## src/rtl/sd_crc_engine_if.sv

```systemverilog
// Byte-stream and CRC result bundle between the SD command/data sequencer and the CRC engine.
// With SD_CRC_SERIAL_OUT_EN defined it also carries the serial CRC shift-out signals.
interface sd_crc_engine_if #(
   parameter int CRC_W = 16
);
   logic             in_valid;
   logic [7:0]       in_byte;
   logic             in_last;
   logic             in_ready;
   logic [CRC_W-1:0] crc;
   logic             crc_valid;
   logic             crc_ok;
`ifdef SD_CRC_SERIAL_OUT_EN
   logic             crc_shift;
   logic             crc_out_bit;
   logic             crc_out_done;

   modport master (
      output in_valid, in_byte, in_last, crc_shift,
      input  in_ready, crc, crc_valid, crc_ok, crc_out_bit, crc_out_done
   );
   modport slave (
      input  in_valid, in_byte, in_last, crc_shift,
      output in_ready, crc, crc_valid, crc_ok, crc_out_bit, crc_out_done
   );
`else
   modport master (
      output in_valid, in_byte, in_last,
      input  in_ready, crc, crc_valid, crc_ok
   );
   modport slave (
      input  in_valid, in_byte, in_last,
      output in_ready, crc, crc_valid, crc_ok
   );
`endif
endinterface

```

## src/rtl/sd_crc_engine.sv

```systemverilog
// Byte-fed, bit-serial CRC generator/checker (CRC7 or CRC16-CCITT via parameters), falling-edge clocked.
// Optional serial CRC shift-out is enabled by defining SD_CRC_SERIAL_OUT_EN.
module sd_crc_engine #(
   parameter int               CRC_W = 16,
   parameter logic [CRC_W-1:0] POLY  = CRC_W'('h1021),
   parameter logic [CRC_W-1:0] INIT  = '0
) (
   input  logic            spi_clk,
   input  logic            reset,
   input  logic            clear,
   input  logic            en,
   sd_crc_engine_if.slave  bus
);
   typedef enum logic [1:0] {IDLE, SHIFT, DONE} state_t;

   state_t           state, state_next;
   logic [2:0]       cnt;
   logic [7:0]       sh;
   logic             last_flag;
   logic [CRC_W-1:0] crc_q, crc_fold;
   logic             crc_valid_q, crc_ok_q;
   logic             ready, accept, byte_end;

   function automatic logic [CRC_W-1:0] crc_step(input logic [CRC_W-1:0] c, input logic b);
      return {c[CRC_W-2:0], 1'b0} ^ (POLY & {CRC_W{c[CRC_W-1] ^ b}});
   endfunction

   assign crc_fold = crc_step(crc_q, sh[7]);
   assign byte_end = (state == SHIFT) && (cnt == 3'd0);
   // The final bit edge of a last byte finishes the frame, so no new byte is taken there.
   assign ready    = !reset && en && !clear &&
                     (state == IDLE || state == DONE || (byte_end && !last_flag));
   assign accept   = ready && bus.in_valid;

   always_comb begin
      state_next = state;
      case (state)
         IDLE:    if (accept) state_next = SHIFT;
         SHIFT:   if (cnt == 3'd0) begin
                     if (last_flag)   state_next = DONE;
                     else if (accept) state_next = SHIFT;
                     else             state_next = IDLE;
                  end
         DONE:    if (accept) state_next = SHIFT;
         default: state_next = IDLE;
      endcase
      if (clear) state_next = IDLE;
   end

   always_ff @(negedge spi_clk or posedge reset) begin
      if (reset) begin
         state       <= IDLE;
         cnt         <= 3'd0;
         sh          <= 8'd0;
         last_flag   <= 1'b0;
         crc_q       <= INIT;
         crc_valid_q <= 1'b0;
         crc_ok_q    <= 1'b0;
      end else if (en) begin
         state <= state_next;
         if (clear) begin
            cnt         <= 3'd0;
            last_flag   <= 1'b0;
            crc_q       <= INIT;
            crc_valid_q <= 1'b0;
            crc_ok_q    <= 1'b0;
         end else begin
            if (state == SHIFT) begin
               crc_q <= crc_fold;
               sh    <= {sh[6:0], 1'b0};
               cnt   <= cnt - 3'd1;
            end
            if (byte_end && last_flag) begin
               crc_valid_q <= 1'b1;
               crc_ok_q    <= (crc_fold == '0);
            end
            if (accept) begin
               sh        <= bus.in_byte;
               last_flag <= bus.in_last;
               cnt       <= 3'd7;
               // A byte taken in DONE opens a fresh frame.
               if (state == DONE) begin
                  crc_q       <= INIT;
                  crc_valid_q <= 1'b0;
                  crc_ok_q    <= 1'b0;
               end
            end
         end
      end
   end

   assign bus.in_ready  = ready;
   assign bus.crc       = crc_q;
   assign bus.crc_valid = crc_valid_q;
   assign bus.crc_ok    = crc_ok_q;

`ifdef SD_CRC_SERIAL_OUT_EN
   localparam int SC_W = $clog2(CRC_W + 1);

   logic [CRC_W-1:0] shadow;
   logic [SC_W-1:0]  shift_cnt;
   logic             out_done;

   always_ff @(negedge spi_clk or posedge reset) begin
      if (reset) begin
         shadow    <= '0;
         shift_cnt <= '0;
         out_done  <= 1'b0;
      end else if (en) begin
         if (clear || (accept && state == DONE)) begin
            shadow    <= '0;
            shift_cnt <= '0;
            out_done  <= 1'b0;
         end else if (byte_end && last_flag) begin
            shadow    <= crc_fold;
            shift_cnt <= '0;
            out_done  <= 1'b0;
         end else if (state == DONE && bus.crc_shift && !out_done) begin
            shadow    <= {shadow[CRC_W-2:0], 1'b0};
            shift_cnt <= shift_cnt + SC_W'(1);
            if (shift_cnt == SC_W'(CRC_W - 1)) out_done <= 1'b1;
         end
      end
   end

   assign bus.crc_out_bit  = shadow[CRC_W-1];
   assign bus.crc_out_done = out_done;
`endif
endmodule

```

## src/flat_wrapper.sv

```systemverilog
// flat-port wrapper written by rule: the top's interface ports become plain ports
module sd_crc_engine_flat 
#(
   parameter int               CRC_W = 16,
   parameter logic [CRC_W-1:0] POLY  = CRC_W'('h1021),
   parameter logic [CRC_W-1:0] INIT  = '0
)
  (spi_clk, reset, clear, en, bus_in_valid, bus_in_byte, bus_in_last, bus_in_ready, bus_crc, bus_crc_valid, bus_crc_ok);
  sd_crc_engine_if #(.CRC_W(CRC_W)) bus_i ();
  input  logic spi_clk;
  input  logic reset;
  input  logic clear;
  input  logic en;
  input wire logic [$bits(bus_i.in_valid)-1:0] bus_in_valid;
  input wire logic [$bits(bus_i.in_byte)-1:0] bus_in_byte;
  input wire logic [$bits(bus_i.in_last)-1:0] bus_in_last;
  output wire logic [$bits(bus_i.in_ready)-1:0] bus_in_ready;
  output wire logic [$bits(bus_i.crc)-1:0] bus_crc;
  output wire logic [$bits(bus_i.crc_valid)-1:0] bus_crc_valid;
  output wire logic [$bits(bus_i.crc_ok)-1:0] bus_crc_ok;
  assign bus_i.in_valid = bus_in_valid;
  assign bus_i.in_byte = bus_in_byte;
  assign bus_i.in_last = bus_in_last;
  assign bus_in_ready = bus_i.in_ready;
  assign bus_crc = bus_i.crc;
  assign bus_crc_valid = bus_i.crc_valid;
  assign bus_crc_ok = bus_i.crc_ok;
  sd_crc_engine #(.CRC_W(CRC_W), .POLY(POLY), .INIT(INIT)) u_core (.spi_clk(spi_clk), .reset(reset), .clear(clear), .en(en), .bus(bus_i));
endmodule
```

## config.mk

```make
export PLATFORM = sky130hd
export DESIGN_NAME = sd_crc_engine_flat
export DESIGN_NICKNAME = d
export VERILOG_FILES = /design/src/rtl/sd_crc_engine_if.sv /design/src/rtl/sd_crc_engine.sv /design/src/flat_wrapper.sv
export SDC_FILE = /design/constraint.sdc
export NUM_CORES = 1
export LEC_CHECK = 0
export BUFFER_PORTS_ARGS = -buffer_cell sky130_fd_sc_hd__buf_2
export CORE_MARGIN = 4
export CORE_UTILIZATION = 40
export CTS_BUF_LIST = sky130_fd_sc_hd__clkbuf_4
export CTS_CLUSTER_DIAMETER = 40
export CTS_CLUSTER_SIZE = 25
export DETAILED_ROUTE_END_ITERATION = 10
export GPL_ROUTABILITY_DRIVEN = 0
export HOLD_SLACK_MARGIN = 0.1
export SLEW_MARGIN = 20
export SYNTH_ARGS = -nofsm -noshare
export SYNTH_HDL_FRONTEND = slang
export SYNTH_SLANG_ARGS = --single-unit
```

## constraint.sdc

```tcl
create_clock -name spi_clk -period 2.02 [get_ports spi_clk]
set_input_delay 0.303 -clock spi_clk [delete_from_list [all_inputs] [get_ports spi_clk]]
set_output_delay 0.303 -clock spi_clk [all_outputs]
set_load 0.02 [all_outputs]
```

==> out/metrics.yaml <==
outcome:
  outcome: "complete, but fails checks"
  failed_checks: "negative setup slack"
cells_and_area:
  most-common-layout-cells: "48 x buf_4, 43 x nand2_1, 32 x dfrtn_1"
  syn_to_final_growth_pct: 67.6
  nets: 268
  n_antenna_cell: 0
  mostFrequentLayoutCell: "buf_4"
  drive_above_1_share_pct: 50.2
  final_cell_area_um2: 2570
  final_core_util_pct: 69.6
  instances_no_fill: 301
timing:
  maxSlewHeadroom_pct: 78.7
  whs_ps: 457
  tightest_slew_ps: 320
  maxSlewViolCount: 0
  final_hold_viol_count: 0
  rsz0062_at_grt: "yes"
  skew_ps: 4.70
  finalWorstSetupSlack_ps: -1130
  tns_ps: -4610
  setup_viol: 28
logic_synthesis:
  ys_seq_area_share_pct: 52.2
  syn_area_per_cell_um2: 9.18
  synth.top_cell.area_share_pct: 52.2
  yosys-top-cells-area: "dfrtn_1 52%, nand2_1 11%, a21oi_1 6.5%"
  syn_inst: 167
  synth_nets: 183
  synth_cell_type_count: 34
  yosysTopAreaCell: "dfrtn_1"
  synth_seq_cells: 32
  ys_warn_count: 0
  netlist_area_um2: 1530
setup_path:
  crit_chain: "inv_2 > ha_4 > or4b_4 > a2111oi_4 > buf_4"
  worstPathArrival_ps: 2850
  rr_endpoint: "u_core.sh[3]$_DFFE_NP0P_"
  critPathSlowestCell: "or4b_4"
  cp-startpoint: "u_core.cnt[0]$_DFFE_NP0P_"
  crit_buf_inv: 2
  timing.rr.start: "u_core.cnt[0]$_DFFE_NP0P_"
  crit_path_end: "bus_in_ready"
  crit_path_start_kind: "flop"
  critPathTopFamily: "simple AND/OR/NAND/NOR gates"
  slowest_delay_ps: 470
  r2r_cells: 9
  cp.depth: 5
  end_kind: "output pin"
  crit_required_ps: 1720
  setup.worst_path.class: "reg2out"
  rrSetupSlack_ps: -60
  critical_path_peak_fanout: 2
power_and_ir_drop:
  p_comb_share_pct: 27.1
  ir_drop_mv: 0.420
  p_total_mw: 1.55
  p_switching_mw: 0.448
  seq_power_share_pct: 48.8
  power.internal_mw: 1.10
  p_clk_share_pct: 24.1
  p_sw_share_pct: 28.9
  leakagePower_nw: 1.25
  p_per_area_nw_per_um2: 603
route:
  vias: 1484
  wl_per_cell_um: 13.5
  drtAntennaViolNets: 0
  drc_errors: 0
  dr.pass1.iters: 4
  drt_iter0_drc: 64
  wirelength_um: 4050
  post_drt_via_cell_ratio: 4.93
floorplan:
  die_x_um: 69.9
  die-area_um2: 4890
  coreArea_um2: 3690
  start_util_pct: 41.6
  rows: 22
  dieHeight_um: 69.9
  ios: 33
clock_tree:
  clock-root-buffer: "clkbuf_4"
  cts_buffer_depth: 2
  cts_tree: "done"
  clk_latency_ps: 320
  cts_made_buffers: 5
  cts_hold_buf: 0
  htree_levels: 2
  cts_sinks: 32
  clk_pin_slew_ps: 60
min_path:
  hp-class: "reg2reg"
placement:
  dpl.hpwl_um: 2670
  placedCellCount: 269
  placed_cell_area_um2: 2090
  dp_slack_ps: -853
  port_buffers: 32
global_route:
  grt_max_degree: 33
  grtUsageTotal_pct: 17.4
  overflow: 0
  antenna_found_initial: 0
  grt_pass1_vias: 1512
  grt_pass1_wl_um: 6810
run:
  max_cap_violations: 0
registers in the layout, summed over array words and instances, names as in the netlist:
name / cells
u_core.bus.crc: 16
u_core.bus.crc_ok: 1
u_core.bus.crc_valid: 1
u_core.sh: 8
u_core.cnt: 3
u_core.last_flag: 1
u_core.state: 2
power by group through the flow:
stage	logic, mW	clock network [mW]	registers (mW)
3_3_place_gp	0.340	0	0.762
3_5_place_dp	0.349	0	0.767
2_1_floorplan	0.217	0	0.769
5_1_grt	0.457	0.422	0.765
6_report	0.420	0.374	0.755
4_1_cts	0.401	0.390	0.756
worst min-delay path by stage:
stage | from | endpoint | slack (ps) | cells after the start
floorplan | u_core.cnt[1]$_DFFE_NP0P_ | u_core.cnt[1]$_DFFE_NP0P_ | 420 | 1
global placement | u_core.cnt[1]$_DFFE_NP0P_ | u_core.cnt[1]$_DFFE_NP0P_ | 430 | 1
detailed placement | u_core.cnt[1]$_DFFE_NP0P_ | u_core.cnt[1]$_DFFE_NP0P_ | 440 | 1
CTS | u_core.cnt[1]$_DFFE_NP0P_ | u_core.cnt[1]$_DFFE_NP0P_ | 450 | 1
global route | u_core.cnt[1]$_DFFE_NP0P_ | u_core.cnt[1]$_DFFE_NP0P_ | 500 | 1
finish | u_core.cnt[1]$_DFFE_NP0P_ | u_core.cnt[1]$_DFFE_NP0P_ | 460 | 1
synthesized netlist by cell type:
cell type,number
o21bai_1,1
dfrtn_1,32
ha_1,2
buf_4,1
o22ai_1,1
xor2_1,1
a211o_1,1
buf_2,5
nand2_1,44
or3_1,1
nor3b_1,1
nor2_1,6
mux2i_1,7
and3b_1,1
inv_1,6
nor2b_1,1
nand3b_1,1
a31oi_1,1
a2111oi_0,1
o21ai_0,10
xnor2_1,2
or2_2,1
a211oi_1,2
clkbuf_1,4
a21oi_1,20
nor3_1,2
nand4b_1,1
nand3_1,2
nand2b_1,1
nor4_1,3
or4b_4,1
a32o_1,1
a22o_1,2
a211oi_2,1
cell families after synthesis:
logic type               count (synthesis)  share of synthesized area, %
multiplexers                             7                          4.57
adder cells (fa/ha/maj)                  2                          1.63
AND/OR/NAND/NOR                         66                          19.4
buffers and inverters                   16                          4.57
XOR/XNOR                                 3                          1.71
AO/OA/AOI/OAI                           41                          15.8
flip-flops                              32                          52.2
area by class of cell:
class | instances | area (um^2)
fill | 300 | 1120
timing repair buffer | 88 | 822
multi-input combinational | 119 | 807
sequential | 32 | 801
tap | 48 | 60.1
clock buffer | 7 | 52.6
inverter | 6 | 22.5
clock inverter | 1 | 3.75
per-layer routing:
metal  GRT usage (%)  vias up  share of wire, %
li1                -      743                 -
met1            20.5      696                43
met2            30.6       38                51
met3            4.46        7               4.3
met4            5.74        0               1.7
met5               0        -                 0
timing repair:
| action | CTS | global route |
|---|---|---|
| hold endpoints to repair | 0 | 0 |
| setup endpoints to repair | 32 | 37 |
| gates resized for setup | 46 | 5 |
| cloned | 2 | 2 |
| setup buffers | 15 | 5 |
| pin swaps | 4 | 3 |
No activity file was read; power rests on OpenSTA's default activity.
